$ cat src/rtl/opcode_sequencer.sv
// opcode_sequencer: fetches 16-bit words from a synchronous program memory,
// forwards ordinary words to the core array as opcode + execute strobe, and
// executes the sequencer-reserved control words (0xB prefix) locally.
module opcode_sequencer #(
   parameter int ADDR_WIDTH = 8,
   parameter int LOOP_WIDTH = 8
) (
   input  logic                  clk,
   input  logic                  rst_n,
   input  logic                  start,
   input  logic                  sync_event,
   output logic [ADDR_WIDTH-1:0] prog_addr,
   input  logic [15:0]           prog_data,
   output logic [15:0]           opcode,
   output logic                  execute,
   output logic                  busy,
   output logic                  done
);

   typedef enum logic [1:0] {
      S_IDLE = 2'd0,
      S_RUN  = 2'd1,
      S_WAIT = 2'd2
   } state_t;

   localparam logic [3:0] RSVD_PREFIX  = 4'hB;
   localparam logic [2:0] OP_END       = 3'b000;
   localparam logic [2:0] OP_LOOP_SET  = 3'b001;
   localparam logic [2:0] OP_LOOP_BACK = 3'b010;
   localparam logic [2:0] OP_JUMP      = 3'b011;
   localparam logic [2:0] OP_WAIT      = 3'b100;

   state_t                state_q;
   logic [ADDR_WIDTH-1:0] pc_q;         // next address to present
   logic [ADDR_WIDTH-1:0] prog_addr_q;  // address currently presented to memory
   logic [ADDR_WIDTH-1:0] dec_addr_q;   // address of the word now on prog_data
   logic                  fetch_valid_q;
   logic [LOOP_WIDTH-1:0] loop_q;
   logic [15:0]           opcode_q;
   logic                  execute_q;
   logic                  busy_q;
   logic                  done_q;

   logic                  is_rsvd_d;
   logic [2:0]            subop_d;
   logic [ADDR_WIDTH-1:0] target_d;
   logic [LOOP_WIDTH-1:0] loop_imm_d;

   // Field extraction of the word being decoded this cycle.
   always_comb begin
      is_rsvd_d  = (prog_data[15:12] == RSVD_PREFIX);
      subop_d    = prog_data[11:9];
      target_d   = prog_data[ADDR_WIDTH-1:0];
      loop_imm_d = LOOP_WIDTH'(prog_data[7:0]);
   end

   // Sequencer FSM: fetch pipeline, local control execution and registered outputs.
   always_ff @(posedge clk or negedge rst_n) begin
      if (!rst_n) begin
         state_q       <= S_IDLE;
         pc_q          <= '0;
         prog_addr_q   <= '0;
         dec_addr_q    <= '0;
         fetch_valid_q <= 1'b0;
         loop_q        <= '0;
         opcode_q      <= '0;
         execute_q     <= 1'b0;
         busy_q        <= 1'b0;
         done_q        <= 1'b0;
      end else begin
         execute_q <= 1'b0;
         done_q    <= 1'b0;
         case (state_q)
            S_IDLE: begin
               if (start) begin
                  state_q       <= S_RUN;
                  busy_q        <= 1'b1;
                  prog_addr_q   <= '0;
                  pc_q          <= ADDR_WIDTH'(1);
                  fetch_valid_q <= 1'b0;
               end
            end
            S_RUN: begin
               // Default: stream sequential addresses; the word arriving next
               // belongs to the address presented until now.
               prog_addr_q   <= pc_q;
               pc_q          <= pc_q + ADDR_WIDTH'(1);
               fetch_valid_q <= 1'b1;
               dec_addr_q    <= prog_addr_q;
               if (fetch_valid_q) begin
                  if (is_rsvd_d) begin
                     case (subop_d)
                        OP_END: begin
                           state_q       <= S_IDLE;
                           busy_q        <= 1'b0;
                           done_q        <= 1'b1;
                           fetch_valid_q <= 1'b0;
                        end
                        OP_LOOP_SET: loop_q <= loop_imm_d;
                        OP_LOOP_BACK: begin
                           if (loop_q != '0) begin
                              // Redirect immediately; the in-flight word is discarded.
                              loop_q        <= loop_q - LOOP_WIDTH'(1);
                              prog_addr_q   <= target_d;
                              pc_q          <= target_d + ADDR_WIDTH'(1);
                              fetch_valid_q <= 1'b0;
                           end
                        end
                        OP_JUMP: begin
                           prog_addr_q   <= target_d;
                           pc_q          <= target_d + ADDR_WIDTH'(1);
                           fetch_valid_q <= 1'b0;
                        end
                        OP_WAIT: begin
                           // Resume point is the word after WAIT; refetched on release.
                           state_q       <= S_WAIT;
                           pc_q          <= dec_addr_q + ADDR_WIDTH'(1);
                           fetch_valid_q <= 1'b0;
                        end
                        default: ;
                     endcase
                  end else begin
                     opcode_q  <= prog_data;
                     execute_q <= 1'b1;
                  end
               end
            end
            S_WAIT: begin
               fetch_valid_q <= 1'b0;
               if (sync_event) begin
                  // Release restarts fetching exactly like a program start.
                  state_q     <= S_RUN;
                  prog_addr_q <= pc_q;
                  pc_q        <= pc_q + ADDR_WIDTH'(1);
               end
            end
            default: begin
               state_q       <= S_IDLE;
               busy_q        <= 1'b0;
               fetch_valid_q <= 1'b0;
            end
         endcase
      end
   end

   assign prog_addr = prog_addr_q;
   assign opcode    = opcode_q;
   assign execute   = execute_q;
   assign busy      = busy_q;
   assign done      = done_q;

endmodule

$ cat config.mk
export PLATFORM = sky130hd
export DESIGN_NAME = opcode_sequencer
export DESIGN_NICKNAME = d
export VERILOG_FILES = /design/src/rtl/opcode_sequencer.sv
export SDC_FILE = /design/constraint.sdc
export NUM_CORES = 1
export LEC_CHECK = 0
export ABC_CLOCK_PERIOD_IN_PS = 6710
export CORE_MARGIN = 2
export CORE_UTILIZATION = 45
export DETAILED_ROUTE_END_ITERATION = 6
export PLACE_DENSITY = 0.68
export SYNTH_ARGS = -nofsm -noshare
export SYNTH_HDL_FRONTEND = slang
export SYNTH_SLANG_ARGS = --single-unit
$ cat constraint.sdc
create_clock -name clk -period 6.71 [get_ports clk]
set_clock_uncertainty 0.2 [all_clocks]
set_input_delay 2.013 -clock clk [delete_from_list [all_inputs] [get_ports clk]]
set_output_delay 2.013 -clock clk [all_outputs]
set_load 0.03 [all_outputs]
* Word-level counts from Yosys, hierarchy flattened
Index checks and enable logic that the tools add are counted.
** Storage, ports and cells
- Input port bits :: 20
- Register bits after elaboration :: 54
- Output and inout bits :: 27
- Logic and storage cells :: 81
** Operators by class
- Mux-type cells :: 40
- Equal/unequal tests :: 14
- Bitwise operators :: 2
- Add/sub/neg operators :: 4
- Reductions and logical operators :: 11
** Operators by type and width (count)
- $mux 8 :: 11
- $pmux 8 s3 :: 3
- $pmux 8 s2 :: 2
- $add 8x1->8 const B :: 3
- $mux 1 :: 15
- $reduce_and 5->1 :: 3
- $ne 2x2->1 const B :: 5
- $mux 2 :: 4
- $reduce_bool 8->1 :: 1
- $sub 8x1->8 const B :: 1
- $eq 3x2->1 const B :: 2
- $pmux 2 s3 :: 1
- $reduce_and 3->1 :: 2
- $eq 4x4->1 const B :: 1
- $pmux 1 s2 :: 2
- $pmux 2 s2 :: 1
- $eq 3x1->1 const B :: 1
- $eq 3x3->1 const B :: 1
- $logic_not 3->1 :: 1
- $ne 3x1->1 const B :: 1
- $pmux 1 s3 :: 1
- $reduce_bool 3->1 :: 1
- $reduce_or 3->1 :: 1
- $eq 2x1->1 const B :: 1
- 5 further kinds :: 6

* Logic depth before layout (Yosys ltp)
- Depth in word-level cells :: 6
- Mapped depth :: 9

* Worst setup path after synthesis
No wires, ideal clock.
- Path kind :: in2reg
- Start :: input port prog_data[9]
- End :: register pc_q[3]
- Setup slack :: 3.000 ns
- Buffers on the path :: 1
- Arrival time :: 3.406 ns
- Required time :: 6.406 ns
- Setup time :: 0.104 ns
- Cell stages on the path :: 6
- Cells stage by stage :: clkbuf_1 > nor3b_1 > nor2_1 > nor4_1 > a22oi_1 > o311ai_1
** Between the ends
- Longest elaborated chain between the ends :: 5
- Elaborated cells between the ends (all ways) :: 7
- Classes of those cells :: 3 x eq/ne; 4 x mux
** Ends and longest elaborated chain
- from (decl) :: line 13 : input logic [15:0] prog_data,
- $eq 3x3->1 / $eq 3x2->1 (equally long branches) :: line 92 : case (subop_d)
- $pmux 8 s3 * :: line 92
- $mux 8 * :: line 91 : if (is_rsvd_d) begin
- $mux 8 * :: line 90 : if (fetch_valid_q) begin
- $pmux 8 s3 * :: line 73 : case (state_q)
- to (signal assigned) :: line 87 : pc_q <= pc_q + ADDR_WIDTH'(1);
- to (signal assigned) :: line 105 : pc_q <= target_d + ADDR_WIDTH'(1);
- to (signal assigned) :: line 111 : pc_q <= target_d + ADDR_WIDTH'(1);
- to (decl) :: line 34 : logic [ADDR_WIDTH-1:0] pc_q;
Mark *: on every way between the ends. The rest lies on a longest branch, timed or not.
A chain may end at the register's enable or synchronous reset.

* Worst setup path in the final report
- Start :: input port prog_data[9]
- End :: register pc_q[5]
Same word-level chain as after synthesis.

==> metrics.log <==
INFO  metric io_pins = 47
INFO  metric critical_path.cell_chain = clkdlybuf4s50_1, nor3b_1, nor2_1, nor4_1, o21ai_0, o311ai_1
INFO  metric grt_setup_unrepaired = no
INFO  metric power_density = 360 nW/um2
INFO  metric slew_of_the_pin_with_the_lowest_slew_margin = between 1 and 1.5 ns
INFO  metric drc = 0
INFO  metric power_frac_comb = 0.463
INFO  metric start_util = 0.460
INFO  metric setup-violations-final = 0
INFO  metric die_width = 86.6 um
INFO  metric worst_setup_sp_type = primary input
INFO  metric power.static_leakage = 1.56 nW
INFO  metric ys_async_sr_fraction = 1.00
INFO  metric postSynthRegisterBits = 54
INFO  metric layout_commonest_cell = sky130_fd_sc_hd__dfrtp_1
INFO  metric post_cts_resize_count = 0
INFO  metric clock_sinks = 54
INFO  metric die_ar = ~7500 um2
INFO  metric finalHoldViolCount = 0
INFO  metric worst_skew_pair.late_latency = 0.31 ns
INFO  metric max-clock-path-buffers = 2
INFO  metric drtPass1Iterations = 4
INFO  metric proportion_of_power_drawn_by_flip_flops_and_latches = 0.370
INFO  metric instances_no_fill = 434
INFO  metric cells_after_synthesis = 313
INFO  metric grt_antenna_before_repair = 0
INFO  metric holdCritPathClass = flip-flop to flip-flop
INFO  metric number_of_global_route_vias_before_repair = 2,467
INFO  metric synth_edf_count = 0
INFO  metric antenna_cells_inserted = 0
INFO  metric crit_family = simple AND/OR/NAND/NOR gates
INFO  metric syn-num-nets = 342
INFO  metric setup.reg_to_reg.worst_slack = 3.66 ns
INFO  metric placed_area = 3570 um2
INFO  metric postRouteAntennaNets = 0
INFO  metric vdd_drop_max = 234 uV
INFO  metric p_sw = 0.538 mW
INFO  metric via_per_inst = 5.92
INFO  metric worst_setup_hold_path_clk_slew = 0.10 ns
INFO  metric slew_viol_final = 0
INFO  metric clockPowerShare = 0.167
INFO  metric drive_gt1_frac = 0.110
INFO  metric hold_depth = 1
INFO  metric hpwl = 5.55 mm
INFO  metric max-slew-margin-rel = 0.268
INFO  metric crit_arrival = 4.29 ns
INFO  metric ff2ff_path_depth = 6
INFO  metric fin_ws = 2.43 ns
INFO  metric yosys.cell_types.count = 53
INFO  metric critical_path_required = 6.72 ns
INFO  metric synth_top_flop_cell = sky130_fd_sc_hd__dfrtp_1
INFO  metric area_growth_syn_to_layout = 19.8%
INFO  metric dp_slack = 2.18 ns
INFO  metric main_area_contributors_after_synthesis = sky130_fd_sc_hd__dfrtp_1, sky130_fd_sc_hd__mux2_2, sky130_fd_sc_hd__ha_1, sky130_fd_sc_hd__a21oi_1, sky130_fd_sc_hd__o21ai_0
INFO  metric yosysWarnings = 0
INFO  metric fp.dieH = 86.6 um
INFO  metric gpl_wtd_cong = 0.863
INFO  metric p_sw_frac = 0.406
INFO  metric totalPowerFinal = between 1 and 1.5 mW
INFO  metric synth_area_leader_cell = sky130_fd_sc_hd__dfrtp_1
INFO  metric port-buffer-count = 46
INFO  metric final_min_period_over_clock_period = 0.637
INFO  metric avgRoutedWirePerCell = 17.6 um
INFO  metric std_cell_rows = 30
INFO  metric outcome = finished, final reports clean
INFO  metric cts_root_buf = sky130_fd_sc_hd__clkbuf_8
INFO  metric wl = roughly 7.6 mm
INFO  metric design_area = 3680 um2
INFO  metric gr-total-overflow = 0
INFO  metric placeableCoreArea = 6680 um2
INFO  metric cp_slowest_cell = sky130_fd_sc_hd__nor4_1
INFO  metric htree_levels = 2
INFO  metric fmax = 234 MHz
INFO  metric timing.critical_path.slowest_cell_delay = a little over 0.7 ns
INFO  metric layout.cells.most_common_list = sky130_fd_sc_hd__dfrtp_1, sky130_fd_sc_hd__clkdlybuf4s50_1, sky130_fd_sc_hd__mux2_2, sky130_fd_sc_hd__a21oi_1
INFO  metric post-place-cells = 426
INFO  metric crit_path_end_kind = flip-flop
INFO  metric layout.nets = 382
INFO  metric worstPathMaxFanout = 10
INFO  metric cp.buffers_inverters = 1
INFO  metric global_route_wire_length_before_repair = 12.5 mm
INFO  metric synthesized_cell_area = 3070 um2
INFO  metric cts-buffers-inserted = 5
INFO  metric max_capacitance_violation_count = 0
INFO  metric first_iter_violations = 160
INFO  metric netlist.area_leader.share = 0.440
INFO  metric holdBufCountCts = 0
INFO  metric vias = 2,571
INFO  metric worstSetupPathType = primary input to flip-flop
INFO  metric postCtsSetupRepairBufs = 0
INFO  metric grt_start_max_net_pins = 55
INFO  metric cell_internal_power = 0.786 mW
INFO  metric tritoncts_clock_tree = built
INFO  metric finalSetupTns = 0 ns
INFO  metric syn_area_per_cell = 9.81 um2
INFO  metric grt_use_total = 0.213
INFO  metric minimum_period_implied_by_the_final_worst_setup_slack = 4.28 ns
INFO  metric worstSetupPathDepth = 6
INFO  metric synth-seq-area-share = 0.440
INFO  metric fillers = 589
## through the flow
stage | util | hold slack, ns
2_1_floorplan | - | 0.265
3_3_place_gp | 0.534 | 0.280
3_5_place_dp | 0.534 | 0.277
4_1_cts | 0.551 | 0.298
5_1_grt | 0.551 | 0.333
6_report | 0.551 | 0.296
## synth_stat cells, types with 5 or more instances
cell / number
sky130_fd_sc_hd__o22a_1: 6
sky130_fd_sc_hd__clkbuf_1: 9
sky130_fd_sc_hd__a22o_1: 9
sky130_fd_sc_hd__a21oi_1: 21
sky130_fd_sc_hd__o21ai_0: 20
sky130_fd_sc_hd__nor2_1: 17
sky130_fd_sc_hd__dfrtp_1: 54
sky130_fd_sc_hd__ha_1: 9
sky130_fd_sc_hd__nor3_1: 5
sky130_fd_sc_hd__nand3_1: 15
sky130_fd_sc_hd__mux2_2: 21
sky130_fd_sc_hd__inv_1: 14
sky130_fd_sc_hd__a22oi_1: 6
sky130_fd_sc_hd__nand2_1: 20
sky130_fd_sc_hd__a21o_1: 7
sky130_fd_sc_hd__or3_1: 10
## cells by family after synthesis
group	count (synthesis)	synth area share
compound gates	97	0.218
xor+xnor	6	0.0171
fa+ha+maj	9	0.0367
buf+inv	29	0.0403
flops	54	0.440
mux	22	0.0802
simple gates	96	0.167
## final timing paths
check	startpoint	end
max reg2reg	state_q[1]	pc_q[5]
min reg2reg	opcode[12]	opcode[12]
max	prog_data[9]	pc_q[5]
min in group asynchronous	rst_n	dec_addr_q[0]
max in group asynchronous	rst_n	prog_addr[0]
min	opcode[12]	opcode[12]
## worst reg2reg max path: stages (launching register included)
cell and delay, ns:
sky130_fd_sc_hd__dfrtp_1 0.45, sky130_fd_sc_hd__inv_1 0.11, sky130_fd_sc_hd__ha_1 0.72, sky130_fd_sc_hd__inv_1 0.24, sky130_fd_sc_hd__nor4_1 0.86, sky130_fd_sc_hd__o21ai_0 0.24, sky130_fd_sc_hd__o311ai_1 0.13
## state kept, by name, summed over array words and instances, names as in the netlist
signal         flops
pc_q               8
loop_q             8
done               1
prog_addr          8
opcode            16
execute            1
fetch_valid_q      1
dec_addr_q         8
busy               1
state_q            2
## per-layer routing
layer,global-route usage,vias to the layer above,wire length [um]
met1,0.283,1269,3380
met3,0.0476,10,382
met4,0.0767,0,121
met5,0,-,0
li1,-,1233,-
met2,0.342,59,3740
## power by group through the flow
stage               combinational [mW]  sequential [mW]  clock (mW)
floorplan                        0.291            0.599           0
global placement                 0.611            0.492           0
detailed placement               0.614            0.494           0
CTS                              0.617            0.489       0.227
global route                     0.661            0.505       0.237
finish                           0.613            0.490       0.221
## final cells by class
| type | instances | area [um2] | share of cell area |
|---|---|---|---|
| Clock buffer | 6 | 72.6 | 0.0197 |
| Sequential cell | 54 | 1350 | 0.367 |
| Inverter | 14 | 52.6 | 0.0143 |
| Tap cell | 80 | 100 | 0.0272 |
| Clock inverter | 2 | 37.5 | 0.0102 |
| Multi-Input combinational cell | 230 | 1600 | 0.434 |
| Timing Repair Buffer | 48 | 470 | 0.128 |
(Power assumes the default switching activity.)
==> patch 1, RTL diff (same settings) <==
The parameter `ADDR_WIDTH` goes from 8 to 9.
--- a/src/rtl/opcode_sequencer.sv
+++ b/src/rtl/opcode_sequencer.sv
@@ -4,3 +4,3 @@
 module opcode_sequencer #(
-   parameter int ADDR_WIDTH = 8,
+   parameter int ADDR_WIDTH = 9,
    parameter int LOOP_WIDTH = 8
Ports: changed (resized prog_addr); port bits go from 47 to 48. The function was not compared with the original's and may differ.
==> patch 1 against the unedited design <==
Setup slack lost 170 ps; cell area grew 12%; combinational power grew 21%; power grew 29%; sequential cell count grew 3; routed wire length grew 13%; area after synthesis grew 9.2%; critical path type unchanged; largest cell class unchanged; largest power group unchanged.
==> patch 1: results (changes against the unedited design) <==
[critical_path]
rr_startpoint = state_q[0]$_DFFE_PN0P_
rrSetupSlack_ps = 3760  ; +100 ps
max_stage_delay_ps = 790  ; +70 ps
reg2regPathDepth = 7  ; +1
arrival_ps = 4480  ; +190 ps
reg2reg_to = pc_q[8]$_DFFE_PN0P_
cp_max_fo = 13  ; +3
worst_path_max_delay_cell = nor3b_2

[yosys]
yosys-top-cells-count = dfrtp_1 (57), nor2_1 (26), mux2_2 (22)
synthTopCellsByArea = dfrtp_1 (43%), mux2_2 (7.4%), o211ai_1 (3.4%), ha_1 (3.0%), nor2_1 (2.9%)
muxShareOfSynthArea_pct = 9.77  ; +1.7 points
syn-num-nets = 371  ; +8.5%
synthCells = 343  ; +9.6%
synth_xor_area_share_pct = 3.13  ; +1.4 points
synth-compound-area-share_pct = 19.4  ; -2.4 points
synth_cell_types = 51  ; -3.8%
ys_seq_area_share_pct = 42.5  ; -1.5 points

[grt]
grt_pass1_wl_mm = 14.3  ; +15%
met3_usage_pct = 3.01  ; -1.8 points
grt_pass1_vias = 2827  ; +15%
grtUsageTotal_pct = 22.2  ; +0.87 points

[pwr]
power.total_uw = 1710  ; +29%
ir_drop_mv = 0.325  ; +39%
p_seq_uw = 568  ; +16%
power.leakage_uw = 0.00164  ; +4.8%
p_comb_uw = 739  ; +21%

[placement]
placed_area_mm2 = 0.00388  ; +8.7%
place_ws_ps = 1950  ; -233 ps
dp.cells = 473  ; +11%
post-dp-hpwl_mm = 6.09  ; +9.9%
place_congestion = 0.881  ; +2.1%

[routing]
drt_pass1_iterations = 5  ; +1
wl_met3_um = 305  ; -20%
met1_length_mm = 4.00  ; +18%
wl_met2_mm = 4.08  ; +9.1%
drt_iter0_markers = 150  ; -6.3%
vias = 2860  ; +11%

[final_layout]
final_nets = 413  ; +8.1%
drive_gt1_share_pct = 13.1  ; +2.1 points
area_growth_pct = 23.0

[sta]
relSlewSlack_pct = 42.9  ; +16 points
fin_hold_ws_ps = 289  ; -7.47 ps

[clock_network]
clk_pin_slew_ps = 70  ; -30 ps
cts_made_buffers = 9  ; +4
clock_latency_ps = 350  ; +40 ps

[status]
status = completed

[worst_hold_path]
hold_end = opcode[13]$_DFFE_PN0P_
min_from = opcode[13]$_DFFE_PN0P_

-- patch 1: worst max-delay path, delay by kind of cell --
family / cells / cell delay [ps]
and+or+nand+nor: 3 / 1030
buffers and inverters: 1 / 590
AOI/OAI and AO/OA: 2 / 840
-- patch 1: worst max path at each step --
stage,end,slack (ps)
2_1_floorplan,pc_q[2]$_DFFE_PN0P_,2940
3_3_place_gp,pc_q[8]$_DFFE_PN0P_,2060
3_5_place_dp,pc_q[8]$_DFFE_PN0P_,1950
4_1_cts,pc_q[8]$_DFFE_PN0P_,2310
5_1_grt,pc_q[8]$_DFFE_PN0P_,2030
6_report,pc_q[8]$_DFFE_PN0P_,2260
-- patch 1: cell type report --
class / count / area [µm²] / area share [%]
Tap cell: 99 / 124 / 3.00
Multi-Input combinational cell: 255 / 1790 / 43.4
Sequential cell: 57 / 1430 / 34.6
Clock inverter: 5 / 103 / 2.49
Inverter: 10 / 37.5 / 0.910
Timing Repair Buffer: 52 / 503 / 12.2
Clock buffer: 11 / 141 / 3.43
==> patch 2, RTL diff (config.mk and constraints unchanged) <==
Without the edit above. Add an input register stage for `start`, `sync_event` and `prog_data`, with the module's reset; this delays them by one clock.
--- a/src/rtl/opcode_sequencer.sv
+++ b/src/rtl/opcode_sequencer.sv
@@ -32,2 +32,18 @@
 
+   logic start_q;
+   logic sync_event_q;
+   logic [15:0] prog_data_q;
+
+   always_ff @(posedge clk or negedge rst_n) begin
+      if (!rst_n) begin
+         start_q      <= '0;
+         sync_event_q <= '0;
+         prog_data_q  <= '0;
+      end else begin
+         start_q      <= start;
+         sync_event_q <= sync_event;
+         prog_data_q  <= prog_data;
+      end
+   end
+
    state_t                state_q;
@@ -50,6 +66,6 @@
    always_comb begin
-      is_rsvd_d  = (prog_data[15:12] == RSVD_PREFIX);
-      subop_d    = prog_data[11:9];
-      target_d   = prog_data[ADDR_WIDTH-1:0];
-      loop_imm_d = LOOP_WIDTH'(prog_data[7:0]);
+      is_rsvd_d  = (prog_data_q[15:12] == RSVD_PREFIX);
+      subop_d    = prog_data_q[11:9];
+      target_d   = prog_data_q[ADDR_WIDTH-1:0];
+      loop_imm_d = LOOP_WIDTH'(prog_data_q[7:0]);
    end
@@ -74,3 +90,3 @@
             S_IDLE: begin
-               if (start) begin
+               if (start_q) begin
                   state_q       <= S_RUN;
@@ -122,3 +138,3 @@
                   end else begin
-                     opcode_q  <= prog_data;
+                     opcode_q  <= prog_data_q;
                      execute_q <= 1'b1;
@@ -129,3 +145,3 @@
                fetch_valid_q <= 1'b0;
-               if (sync_event) begin
+               if (sync_event_q) begin
                   // Release restarts fetching exactly like a program start.
Formal check against the unedited RTL: not equivalent (a bounded check fails within 4 cycles, from zero or initial values and one cycle with rst_n low).
==> patch 2 against the unedited design <==
Area after synthesis increased by 17%; register-to-register slack about the same; power increased by 38%; clock power increased by 96%; first-iteration DRC count increased by 44%; sequential cell count increased by 18; cell area increased by 20%; setup slack improved by 650 ps; routed wire length increased by 15%; highest routed layer unchanged.
==> patch 2: results (changes against the unedited design) <==
[status]
status = completed

[yosys]
ys_seq_area_share_pct = 50.0  ; +6.0 points
synthTopCellsByArea = dfrtp_1 (50%), mux2_2 (7.5%), nand2_1 (2.9%), ha_1 (2.8%), nand3_1 (2.5%)
syn-num-nets = 373  ; +9.1%
yosys-top-cells-count = dfrtp_1 (72), nand2_1 (28), mux2_2 (24), nor2_1 (24), nand3_1 (18)
synth_cell_types = 57  ; +7.5%
synthCells = 345  ; +10%

[critical_path]
crit_start = prog_addr[3]$_DFFE_PN0P_
arrival_ps = 1420  ; -2870 ps
reg2reg_to = prog_addr[4]$_DFFE_PN0P_
rr_startpoint = state_q[0]$_DFFE_PN0P_
crit_family = buffers and inverters
worst_path_max_delay_cell = clkdlybuf4s50_1
max_stage_delay_ps = 680  ; -40 ps

[routing]
vias = 2961  ; +15%
drt_iter0_markers = 230  ; +44%
drt_pass1_iterations = 6  ; +2
wl_met3_um = 592  ; +55%
wl_met2_mm = 4.11  ; +9.8%

[clock_network]
clock_latency_ps = 360  ; +50 ps
cts_made_buffers = 9  ; +4
cts_max_level = 3  ; +1

[sta]
fin_hold_ws_ps = 283  ; -13.0 ps
fin_crit_ps = 3630  ; -648 ps
relSlewSlack_pct = 31.3  ; +4.5 points

[grt]
grtUsageTotal_pct = 21.7  ; +0.40 points
grt_pass1_vias = 2898  ; +17%
grt_pass1_wl_mm = 14.7  ; +17%
grt_max_degree = 73  ; +33%

[pwr]
internal_power_uw = 1110  ; +41%
p_comb_uw = 768  ; +25%
p_seq_uw = 621  ; +27%
power.total_uw = 1820  ; +38%
power.leakage_uw = 0.00185  ; +18%
ir_drop_mv = 0.241  ; +2.8%

[final_layout]
final_nets = 421  ; +10%
finalNonFillerCells = 500  ; +15%
drive_gt1_share_pct = 12.3  ; +1.3 points

[placement]
place_ws_ps = 3470  ; +1280 ps
placed_area_mm2 = 0.00416  ; +17%
place_congestion = 0.894  ; +3.6%
post-dp-hpwl_mm = 5.96  ; +7.4%
dp.cells = 484  ; +14%

[worst_hold_path]
min_from = prog_data_q[8]$_DFF_PN0_
hold_end = opcode[8]$_DFFE_PN0P_

## patch 2: cell count changes after synthesis, moves of 6 or more
cell and change:
nor2_1 +7, a21o_1 -6, nand2_1 +8, a22o_1 -9, dfrtp_1 +18, or3_1 -6
## patch 2: area by class of cell
| cell class | count | area, µm² |
|---|---|---|
| Fill cell | 668 | 3310 |
| Sequential cell | 72 | 1800 |
| Multi-Input combinational cell | 249 | 1710 |
| Timing Repair Buffer | 49 | 478 |
| Clock buffer | 10 | 138 |
| Tap cell | 102 | 128 |
| Clock inverter | 6 | 115 |
| Inverter | 12 | 45.0 |
## patch 2: logic make-up after synthesis
logic type	share of synthesized area, %
adders and majority gates	2.78
buffers and inverters	2.57
DFF	50.0
and+or+nand+nor	15.9
AOI/OAI and AO/OA	16.9
muxes	9.17
xor gates and xnor gates	2.67
## patch 2: per-layer routing
layer	vias to the layer above	global-route usage [%]
li1	1379	-
met1	1451	29.5
met2	115	32.9
met3	16	5.24
met4	0	9.68
met5	-	0
